**src/rtl/encoder_mac_sequencer.sv**
```systemverilog
// Time-multiplexed MAC for the VAE level-1 encoder: four rows of nine binary-weighted
// ROM terms plus a bias, one ROM word per cycle, saturated to WIDTH on the bias cycle.
module encoder_mac_sequencer #(
    parameter int WIDTH = 16,
    parameter int N_IN  = 9,
    parameter int ACC_W = 20
) (
    input  logic             clk,
    input  logic             rst,
    input  logic             start,
    input  logic [N_IN-1:0]  in,
    output logic [5:0]       w_addr,
    input  logic [WIDTH-1:0] w_data,
    output logic [WIDTH-1:0] c1,
    output logic [WIDTH-1:0] d1,
    output logic [WIDTH-1:0] c2,
    output logic [WIDTH-1:0] d2,
    output logic             busy,
    output logic             done,
    output logic             valid,
    output logic [1:0]       state_dbg
);

    localparam int K_W = $clog2(N_IN);

    // Handshake: start is sampled only in IDLE; done pulses for one cycle when all four
    // results are final; valid stays high from done until the next start is accepted.
    typedef enum logic [1:0] {S_IDLE, S_ACC, S_BIAS, S_DONE} state_t;

    state_t             state, state_next;
    logic [1:0]         row, row_next;
    logic [K_W-1:0]     k, k_next;
    logic [ACC_W-1:0]   acc, acc_next;
    logic [N_IN-1:0]    in_q, in_q_next;
    logic [5:0]         w_addr_next;
    logic               busy_next, done_next, valid_next;
    logic               res_wr;
    logic [WIDTH-1:0]   res_q [4];

    logic [ACC_W-1:0]   w_ext, addend, sum;
    logic [ACC_W-WIDTH:0] sum_hi;
    logic [WIDTH-1:0]   sum_sat;

    assign w_ext  = {{(ACC_W-WIDTH){w_data[WIDTH-1]}}, w_data};
    assign addend = in_q[k] ? w_ext : '0;
    assign sum    = acc + w_ext;
    assign sum_hi = sum[ACC_W-1:WIDTH-1];

    // The sum fits in WIDTH only when every bit above the WIDTH sign bit matches it.
    always_comb begin
        sum_sat = sum[WIDTH-1:0];
        if (sum_hi != '0 && sum_hi != '1) begin
            sum_sat = sum[ACC_W-1] ? {1'b1, {(WIDTH-1){1'b0}}} : {1'b0, {(WIDTH-1){1'b1}}};
        end
    end

    always_ff @(posedge clk) begin
        if (!rst) begin
            state  <= S_IDLE;
            row    <= '0;
            k      <= '0;
            acc    <= '0;
            in_q   <= '0;
            w_addr <= '0;
            busy   <= 1'b0;
            done   <= 1'b0;
            valid  <= 1'b0;
            for (int i = 0; i < 4; i++) res_q[i] <= '0;
        end else begin
            state  <= state_next;
            row    <= row_next;
            k      <= k_next;
            acc    <= acc_next;
            in_q   <= in_q_next;
            w_addr <= w_addr_next;
            busy   <= busy_next;
            done   <= done_next;
            valid  <= valid_next;
            if (res_wr) res_q[row] <= sum_sat;
        end
    end

    always_comb begin
        state_next = state;
        case (state)
            S_IDLE: if (start) state_next = S_ACC;
            S_ACC:  if (k == K_W'(N_IN - 1)) state_next = S_BIAS;
            S_BIAS: state_next = (row == 2'd3) ? S_DONE : S_ACC;
            S_DONE: state_next = S_IDLE;
            default: state_next = S_IDLE;
        endcase
    end

    // w_addr walks 0..39 one step per busy cycle, which equals row*10 + k throughout.
    always_comb begin
        row_next    = row;
        k_next      = k;
        acc_next    = acc;
        in_q_next   = in_q;
        w_addr_next = w_addr;
        busy_next   = busy;
        done_next   = 1'b0;
        valid_next  = valid;
        res_wr      = 1'b0;
        case (state)
            S_IDLE: begin
                if (start) begin
                    in_q_next   = in;
                    row_next    = '0;
                    k_next      = '0;
                    acc_next    = '0;
                    w_addr_next = '0;
                    busy_next   = 1'b1;
                    valid_next  = 1'b0;
                end
            end
            S_ACC: begin
                acc_next    = acc + addend;
                w_addr_next = w_addr + 6'd1;
                if (k != K_W'(N_IN - 1)) k_next = k + 1'b1;
            end
            S_BIAS: begin
                res_wr = 1'b1;
                if (row == 2'd3) begin
                    w_addr_next = '0;
                    busy_next   = 1'b0;
                    done_next   = 1'b1;
                    valid_next  = 1'b1;
                end else begin
                    row_next    = row + 2'd1;
                    k_next      = '0;
                    acc_next    = '0;
                    w_addr_next = w_addr + 6'd1;
                end
            end
            default: ;
        endcase
    end

    assign c1        = res_q[0];
    assign d1        = res_q[1];
    assign c2        = res_q[2];
    assign d2        = res_q[3];
    assign state_dbg = state;

endmodule

```
**config.mk**
```make
export PLATFORM = sky130hd
export DESIGN_NAME = encoder_mac_sequencer
export DESIGN_NICKNAME = d
export VERILOG_FILES = /design/src/rtl/encoder_mac_sequencer.sv
export SDC_FILE = /design/constraint.sdc
export NUM_CORES = 1
export LEC_CHECK = 0
export BUFFER_PORTS_ARGS = -buffer_cell sky130_fd_sc_hd__buf_2
export CAP_MARGIN = 40
export CORE_ASPECT_RATIO = 0.5
export CORE_UTILIZATION = 30
export DETAILED_ROUTE_END_ITERATION = 16
export HOLD_SLACK_MARGIN = 0.08
export PLACE_DENSITY_LB_ADDON = 0.08
export SLEW_MARGIN = 20
export SYNTH_ARGS = -nofsm -noshare
export SYNTH_HDL_FRONTEND = slang
export SYNTH_SLANG_ARGS = --single-unit
```
**constraint.sdc**
```tcl
create_clock -name clk -period 6.1 [get_ports clk]
set_input_delay 0.305 -clock clk [delete_from_list [all_inputs] [get_ports clk]]
set_output_delay 0.305 -clock clk [all_outputs]
set_load 0.02 [all_outputs]
```
==> Word-level counts from Yosys, hierarchy flattened <==
Memories as Yosys holds them, arrays and structs flattened.
Index checks and enable logic that the tools add are counted.
{ "op_classes": {"magnitude_cmp": 1, "n_reduce_logical": 14, "add_sub_neg": 5, "n_eq_ne": 12, "mux": 37} }
{ "ops": {"columns": ["op", "count"], "rows": [
  ["20-bit two-way mux", 3],
  ["20-bit case mux with 3 select lines", 1],
  ["16-bit two-way mux", 3],
  ["20-bit adder", 2],
  ["6-bit case mux with 3 select lines", 1],
  ["16-bit OR reduction", 1],
  ["1-bit two-way mux", 12],
  ["2-bit two-way mux", 6],
  ["4-bit two-way mux", 3],
  ["6-bit two-way mux", 2],
  ["4-bit case mux with 3 select lines", 1],
  ["2-bit inequality test (second input constant)", 5],
  ["3-bit AND reduction", 3],
  ["2-bit case mux with 4 select lines", 1],
  ["2-bit AND reduction", 4],
  ["6-bit by 1-bit adder with 6-bit output (second input constant)", 1],
  ["2-bit equality test (second input constant)", 3],
  ["4-bit by 5-bit < comparator with 1-bit output (second input constant)", 1],
  ["5-bit inequality test (second input constant)", 1],
  ["5-bit nonzero test", 1],
  ["4-bit by 1-bit adder with 4-bit output (second input constant)", 1],
  ["1-bit binary-select mux with 4-bit select", 1],
  ["4-bit equality test (second input constant)", 1],
  ["4-bit inequality test (second input constant)", 1],
  ["other kinds (9)", 10]
]} }
{ "word_totals": {"ram_bits": 64, "n_memories": 1, "output_inout_bits": 75, "wordCells": 79, "reg_bits": 46} }
{ "memory_table": {"columns": ["name", "words", "word_bits", "rd", "rd_clocked_by_memory_dff", "wr", "line", "rtl"], "rows": [
  ["res_q", 4, 16, 4, 0, 4, "38", "logic [WIDTH-1:0] res_q [4];"]
]} }

==> Longest topological paths before layout <==
Gate-level depths: netlist (run 1).
{ "depth": {"ltp_word": 7, "depth_mapped": 16, "ltp_nobuf": 16} }

==> Least setup slack after synthesis (run 1) <==
No wires, ideal clock.
{ "synth_timing": {"path_type": "reg2reg", "startpoint": "register k[0]", "endpoint": "register acc[18]", "synth_period_minus_slack_ns": 4.225, "slack_ns": 1.875, "n_path_buf": 0, "t_arrival_ns": 4.103, "stages_incl_launch_ff": 17, "cell_sequence": "dfxtp_1 > mux4_2 > nor2b_1 > a41oi_1 > o21ai_0 > and2_1 > ha_1 > fa_1 > a21oi_1 > nor2b_1 > a311oi_1 > o22ai_1 > a311oi_1 > o31ai_1 > a211oi_1 > nor3_1 > a311o_1"} }
{ "synth_between": {"elab_chain_len": 5} }
{ "synth_lines": {"columns": ["item", "line", "rtl"], "rows": [
  ["start, declared", "32", "logic [K_W-1:0] k, k_next;"],
  ["start signal, assigned", "72", "k <= k_next;"],
  ["1-bit binary-select mux with 4-bit select", "45", "assign addend = in_q[k] ? w_ext : '0;"],
  ["1-bit two-way mux (implied by the code)", "45", null],
  ["20-bit two-way mux", "45", null],
  ["20-bit adder", "118", "acc_next = acc + addend;"],
  ["20-bit case mux with 3 select lines", "105", "case (state)"],
  ["end signal, assigned", "73", "acc <= acc_next;"],
  ["end, declared", "33", "logic [ACC_W-1:0] acc, acc_next;"]
]} }
No other way between the ends. The select of a mux whose other input is x is not followed.
A chain may end at the register's enable or synchronous reset.

==> Worst setup path in the final report (run 1) <==
Ends and elaborated chain as after synthesis.

==> results of run 1 <==
power by group through the flow:
stage          Sequential (mW)  Combinational, mW  Clock [mW]
6_report                 0.904              0.596       0.617
5_1_grt                  0.913              0.668       0.666
4_1_cts                  0.905              0.605       0.641
3_5_place_dp             0.922              0.604           0
3_3_place_gp             0.921              0.590           0
2_1_floorplan            0.976              0.354           0
cells in the final DEF, fill, tap and decap left out, types with 7 or more instances in the layout:
cell,netlist,layout
ha_1,47,47
and2_1,19,19
nor3_1,35,35
o21ai_0,39,35
nor2b_1,9,9
and3_1,7,7
clkbuf_16,0,9
buf_2,3,103
a21o_1,11,11
nor2_1,61,61
nand3_1,11,11
a22oi_1,12,12
xnor2_1,20,19
buf_4,0,8
edfxtp_1,64,64
nand2_1,49,49
nor2_2,9,9
o21a_1,7,7
inv_1,22,22
dfxtp_1,46,46
xor2_1,14,14
a21oi_1,62,62
o21bai_1,12,12
metal layers:
metal,wire length (um),vias to the layer above,global-route usage
met1,9300,2335,0.252
met3,739,8,0.0360
met2,6580,100,0.222
met5,0,-,0
met4,99,0,0.0236
li1,-,2561,-
path summary, 6_finish.rpt:
check	from	to	slack, ns	depth (start not counted)
worst max register to register	k[0]	acc[18]	1.18	17
worst max-delay path	k[0]	acc[18]	1.18	17
worst min-delay path	in[7]	in_q[7]	0.18	3
worst min register to register	in_q[6]	in_q[6]	0.46	2
stage by stage:
step | cells | total power [mW] | hold slack [ns] | util
6_report | 1018 | 2.12 | 0.180 | 0.371
5_1_grt | 1018 | 2.25 | 0.172 | 0.371
4_1_cts | 1018 | 2.15 | 0.166 | 0.371
3_5_place_dp | 1002 | 1.53 | 0.448 | 0.356
3_3_place_gp | 998 | 1.51 | 0.448 | 0.354
2_1_floorplan | 647 | 1.33 | 0.433 | -
flip-flops by register name (all words and copies together), names as in the netlist:
signal	flops
acc	20
busy	1
done	1
in_q	9
k	4
res_q	64
row	2
state_dbg	2
valid	1
w_addr	6
critical path, cell delays in order, from the launching register on:
cell and delay [ns]:
dfxtp_1 0.49, mux4_2 0.53, nor2b_1 0.14, a41oi_1 0.18
o21ai_0 0.21, buf_2 0.23, and2_1 0.16, ha_1 0.22
fa_1 0.41, a21oi_1 0.15, nor2b_1 0.08, a311oi_1 0.48
o22ai_1 0.23, a311oi_1 0.40, o31ai_1 0.15, a211oi_1 0.32
nor3_1 0.10, a311o_1 0.31
kinds of logic after synthesis:
| logic type | count (synthesis) |
|---|---|
| XOR/XNOR | 34 |
| AND/OR/NAND/NOR | 222 |
| adder cells (fa/ha/maj) | 49 |
| flip-flops | 110 |
| AO/OA/AOI/OAI | 183 |
| multiplexers | 3 |
| buffers and inverters | 46 |
area by class of cell:
| class | count | area share |
|---|---|---|
| repair buffers | 113 | 0.0820 |
| well taps | 266 | 0.0451 |
| flip-flops and latches | 110 | 0.385 |
| multi-input cells | 491 | 0.436 |
| clock inverters | 7 | 0.0105 |
| clock buffers | 9 | 0.0305 |
| inverters | 22 | 0.0112 |
==> flow_summary.ini, run 1 <==
[layout]
final_layout_size_suffix_gt1_frac = 0.191
nets = 824
antenna_cells = 0
seq_area_um2 = 2840
multi_input_area_um2 = 3220
area_growth_pct = 18.4
num-fill-cells = 2055
final_area_um2 = 7380

[placed_design]
portBuffers = 102
hpwl_mm = 12.9
place.gp.congestion = 0.798
dp_slack_ns = 1.15
placedInstanceArea_um2 = 7080

[detailed_routing]
wl_per_cell_um = 16.4
drtAntennaViolNets = 0
viasPerCell = 4.92
drtIter0Drc = 302
drc = 0
first_pass_iters = 4
num_vias = 5004
drt_wl_total_mm = 16.7

[synthesis]
synthArstFlopShare = 0
ys_types = 58
yosys.area_share.simple = 0.172
yosys-top-cells-area = edfxtp_1 31%, dfxtp_1 15%, ha_1 9.4%
synth_area_um2 = 6240
synth_warnings = 0
synth_area_per_cell_um2 = 9.64
postSynthCellCount = 647
synth_top_family_by_area = compound AO/OA/AOI/OAI gates
synthMuxAreaShare = 0.00883
synth-main-ff-cell = edfxtp_1
synth_compound_area_frac = 0.186
synth_edf_count = 64
ys_ff_latch = 110
synth.top_cells.by_count = 64 x edfxtp_1, 62 x a21oi_1, 61 x nor2_1, 49 x nand2_1, 47 x ha_1
yosysMostFrequentCell = edfxtp_1
yosysTopAreaCellShare = 0.308
seq_area_frac_synth = 0.456
synth_area_leader_cell = edfxtp_1
synthAdderAreaFrac = 0.101
synth_fp_nets = 724
synthXorXnorAreaFrac = 0.0478

[die]
coreArea_um2 = 19900
row_count = 36
start_util = 0.313
die_w_um = 206
num_io_pins = 103
die_h_um = 104
die_area_um2 = 21400

[timing]
setup_slack_ns = 1.18
hold_viol_final = 0
finalSetupTns_ns = 0
grt_setup_unrepaired = false
period_share = 0.806
slew_violations = 0
setup_viol = 0
period_needed_ns = 4.92
tightest_slew_ns = 0.727
skew_ns = 0.00800
max_freq_mhz = 203
maxSlewHeadroom = 0.515

[power]
p_leak_nw = 3.17
switchingPower_mw = 0.732
switching_share = 0.346
pwr_density_cell_nw_per_um2 = 287
combPwrFrac = 0.282
power_frac_clock = 0.291
seqPwrFrac = 0.427
p_int_mw = 1.38
max-vdd-ir-drop_mv = 0.129

[clock_network]
holdBufCountCts = 0
clk_latency_ns = 0.35
clk_pin_slew_ns = 0.08
clock_path_buffers = 2
cts_tree = done
cts_buffers = 9
post_cts.repair.setup_buffers = 0
htreeDepth = 3
clk_root_buffer_cell = clkbuf_16
clock-sinks = 110
post_cts_resized = 0

[global_route]
track_usage = 0.161
grt_overflow_total = 0
grt_pass1_wl_mm = 26.5
antenna_found_initial = 0
grt_max_degree = 25
grt_pass1_vias = 4672

[setup_path]
critPathRequiredTime_ns = 6.34
crit_path_end_kind = flop
crit_arrival_ns = 5.16
startpoint_type = flop
cp_max_fo = 9
crit_type = flop to flop

[run]
max_cap_viol_count = 0

[status]
status = finished clean

[min_path]
hold_class = primary input to flop
Note: power is estimated with default switching activity, not from simulation.
==> run 2: changes to the inputs <==
clock period = 4.4 ns   (was 6.1 ns; I/O delays follow)
==> flow_summary.ini, run 2 (synthesis results as in run 1) <==
[clock_network]
clk_root_buffer_cell = clkbuf_16
cts_tree = done
post_cts.repair.setup_buffers = 0
clk_pin_slew_ns = 0.08
cts_buffers = 9
clock-sinks = 110
clk_latency_ns = 0.36
clock_path_buffers = 2
htreeDepth = 3

[global_route]
grt_pass1_wl_mm = 26.9
grt_max_degree = 34
grt_overflow_total = 0
track_usage = 0.163
antenna_found_initial = 1
grt_pass1_vias = 4697

[layout]
antenna_cells = 0
largest_register_ffs = 64
mostFrequentLayoutCells = 102 x buf_2, 64 x edfxtp_1, 62 x a21oi_1
area_growth_pct = 19.0
nets = 830
final_common_cell = buf_2
num-fill-cells = 2095
final_layout_size_suffix_gt1_frac = 0.201
largest-register = res_q
top_regs = res_q x64, acc x20, in_q x9

[timing]
period_share = 0.939
finalSetupTns_ns = 0
max_freq_mhz = 242
setup_viol = 0
maxSlewHeadroom = 0.580
grt_setup_unrepaired = false
tightest_slew_ns = 0.629
hold_viol_final = 0
slew_violations = 0
period_needed_ns = 4.13
skew_ns = 0.00815

[setup_path]
ff2ff_setup_slack_ns = 0.27
cp_common_cell = nor2b_1
critPathRequiredTime_ns = 4.64
slowest_delay_ns = 0.49
cp_slowest_cell = mux4_2
path_cells = mux4_2, nor2b_1, a41oi_1, o21ai_0, buf_4, and2_1, fa_1, a21oi_1, nor2b_1, a311oi_1, o22ai_1, a311oi_2, o31ai_1, a211oi_2, nor3_1, a311o_1
crit_arrival_ns = 4.38
crit_path_end_kind = flop
crit_type = flop to flop
cp_max_fo = 15
startpoint_type = flop

[detailed_routing]
drtAntennaViolNets = 0
drc = 0
viasPerCell = 4.90
num_vias = 5018
wl_per_cell_um = 16.7
first_pass_iters = 5
drtIter0Drc = 289
drt_wl_total_mm = 17.1

[die]
coreArea_um2 = 19900
die_area_um2 = 21400
die_w_um = 206
row_count = 36
start_util = 0.313
num_io_pins = 103
die_h_um = 104

[placed_design]
place.gp.congestion = 0.784
portBuffers = 102
hpwl_mm = 13.1

[run]
max_cap_viol_count = 0

[power]
total_power_mw = 2.92
pwr_density_cell_nw_per_um2 = 393
max-vdd-ir-drop_mv = 0.185
p_leak_nw = 3.19

[status]
status = finished clean

[min_path]
hold_class = primary input to flop
-- run 2: worst paths after layout --
| path | startpoint | endpoint | depth (start not counted) |
|---|---|---|---|
| setup / recovery | k[0] | acc[18] | 16 |
| hold / removal | in[0] | in_q[0] | 3 |
| setup reg to reg | k[0] | acc[18] | 16 |
| hold reg to reg | in_q[0] | in_q[0] | 2 |
-- run 2: layer usage --
layer | wire, um | GRT usage
met1 | 9310 | 0.255
met2 | 6800 | 0.226
met3 | 903 | 0.0379
met4 | 92 | 0.0236
met5 | 12 | 0
-- run 2: power breakdown --
part	internal, mW	switching (mW)	leakage [nW]
registers	1.19	0.0543	1.04
logic	0.285	0.569	2.01
clock network	0.402	0.418	0.143
-- run 2: what timing repair did --
action / CTS / global route
hold buffers: 0 / 0
setup endpoints to repair: 0 / 1
gates resized for setup: 0 / 2
-- run 2: final cells by class --
cell class | count | area, um^2 | share of cell area
clock buffers | 10 | 229 | 0.0308
clock inverters | 6 | 62.6 | 0.00843
inverters | 22 | 82.6 | 0.0111
multi-input cells | 491 | 3230 | 0.435
flip-flops and latches | 110 | 2840 | 0.383
well taps | 266 | 333 | 0.0448
repair buffers | 119 | 646 | 0.0870
-- run 2: per-stage QoR --
stage          hold WS [ns]  instance area [um^2]  instances  worst slack, ns   util
2_1_floorplan         0.356                  6240        647            0.175      -
3_3_place_gp          0.448                  7110       1007            0.176  0.357
3_5_place_dp          0.447                  7120       1008            0.132  0.358
4_1_cts              0.0814                  7410       1024            0.104  0.372
5_1_grt              0.0930                  7420       1024          0.00773  0.373
6_report             0.0983                  7420       1024            0.267  0.373
-- run 2: critical path, delay by kind of cell, from the launching register on --
kind,cells,cell delay [ns]
AOI/OAI and AO/OA,9,2.03
adders and majority gates,1,0.43
buffers and inverters,1,0.23
DFF,1,0.35
muxes,1,0.49
and+or+nand+nor,4,0.49
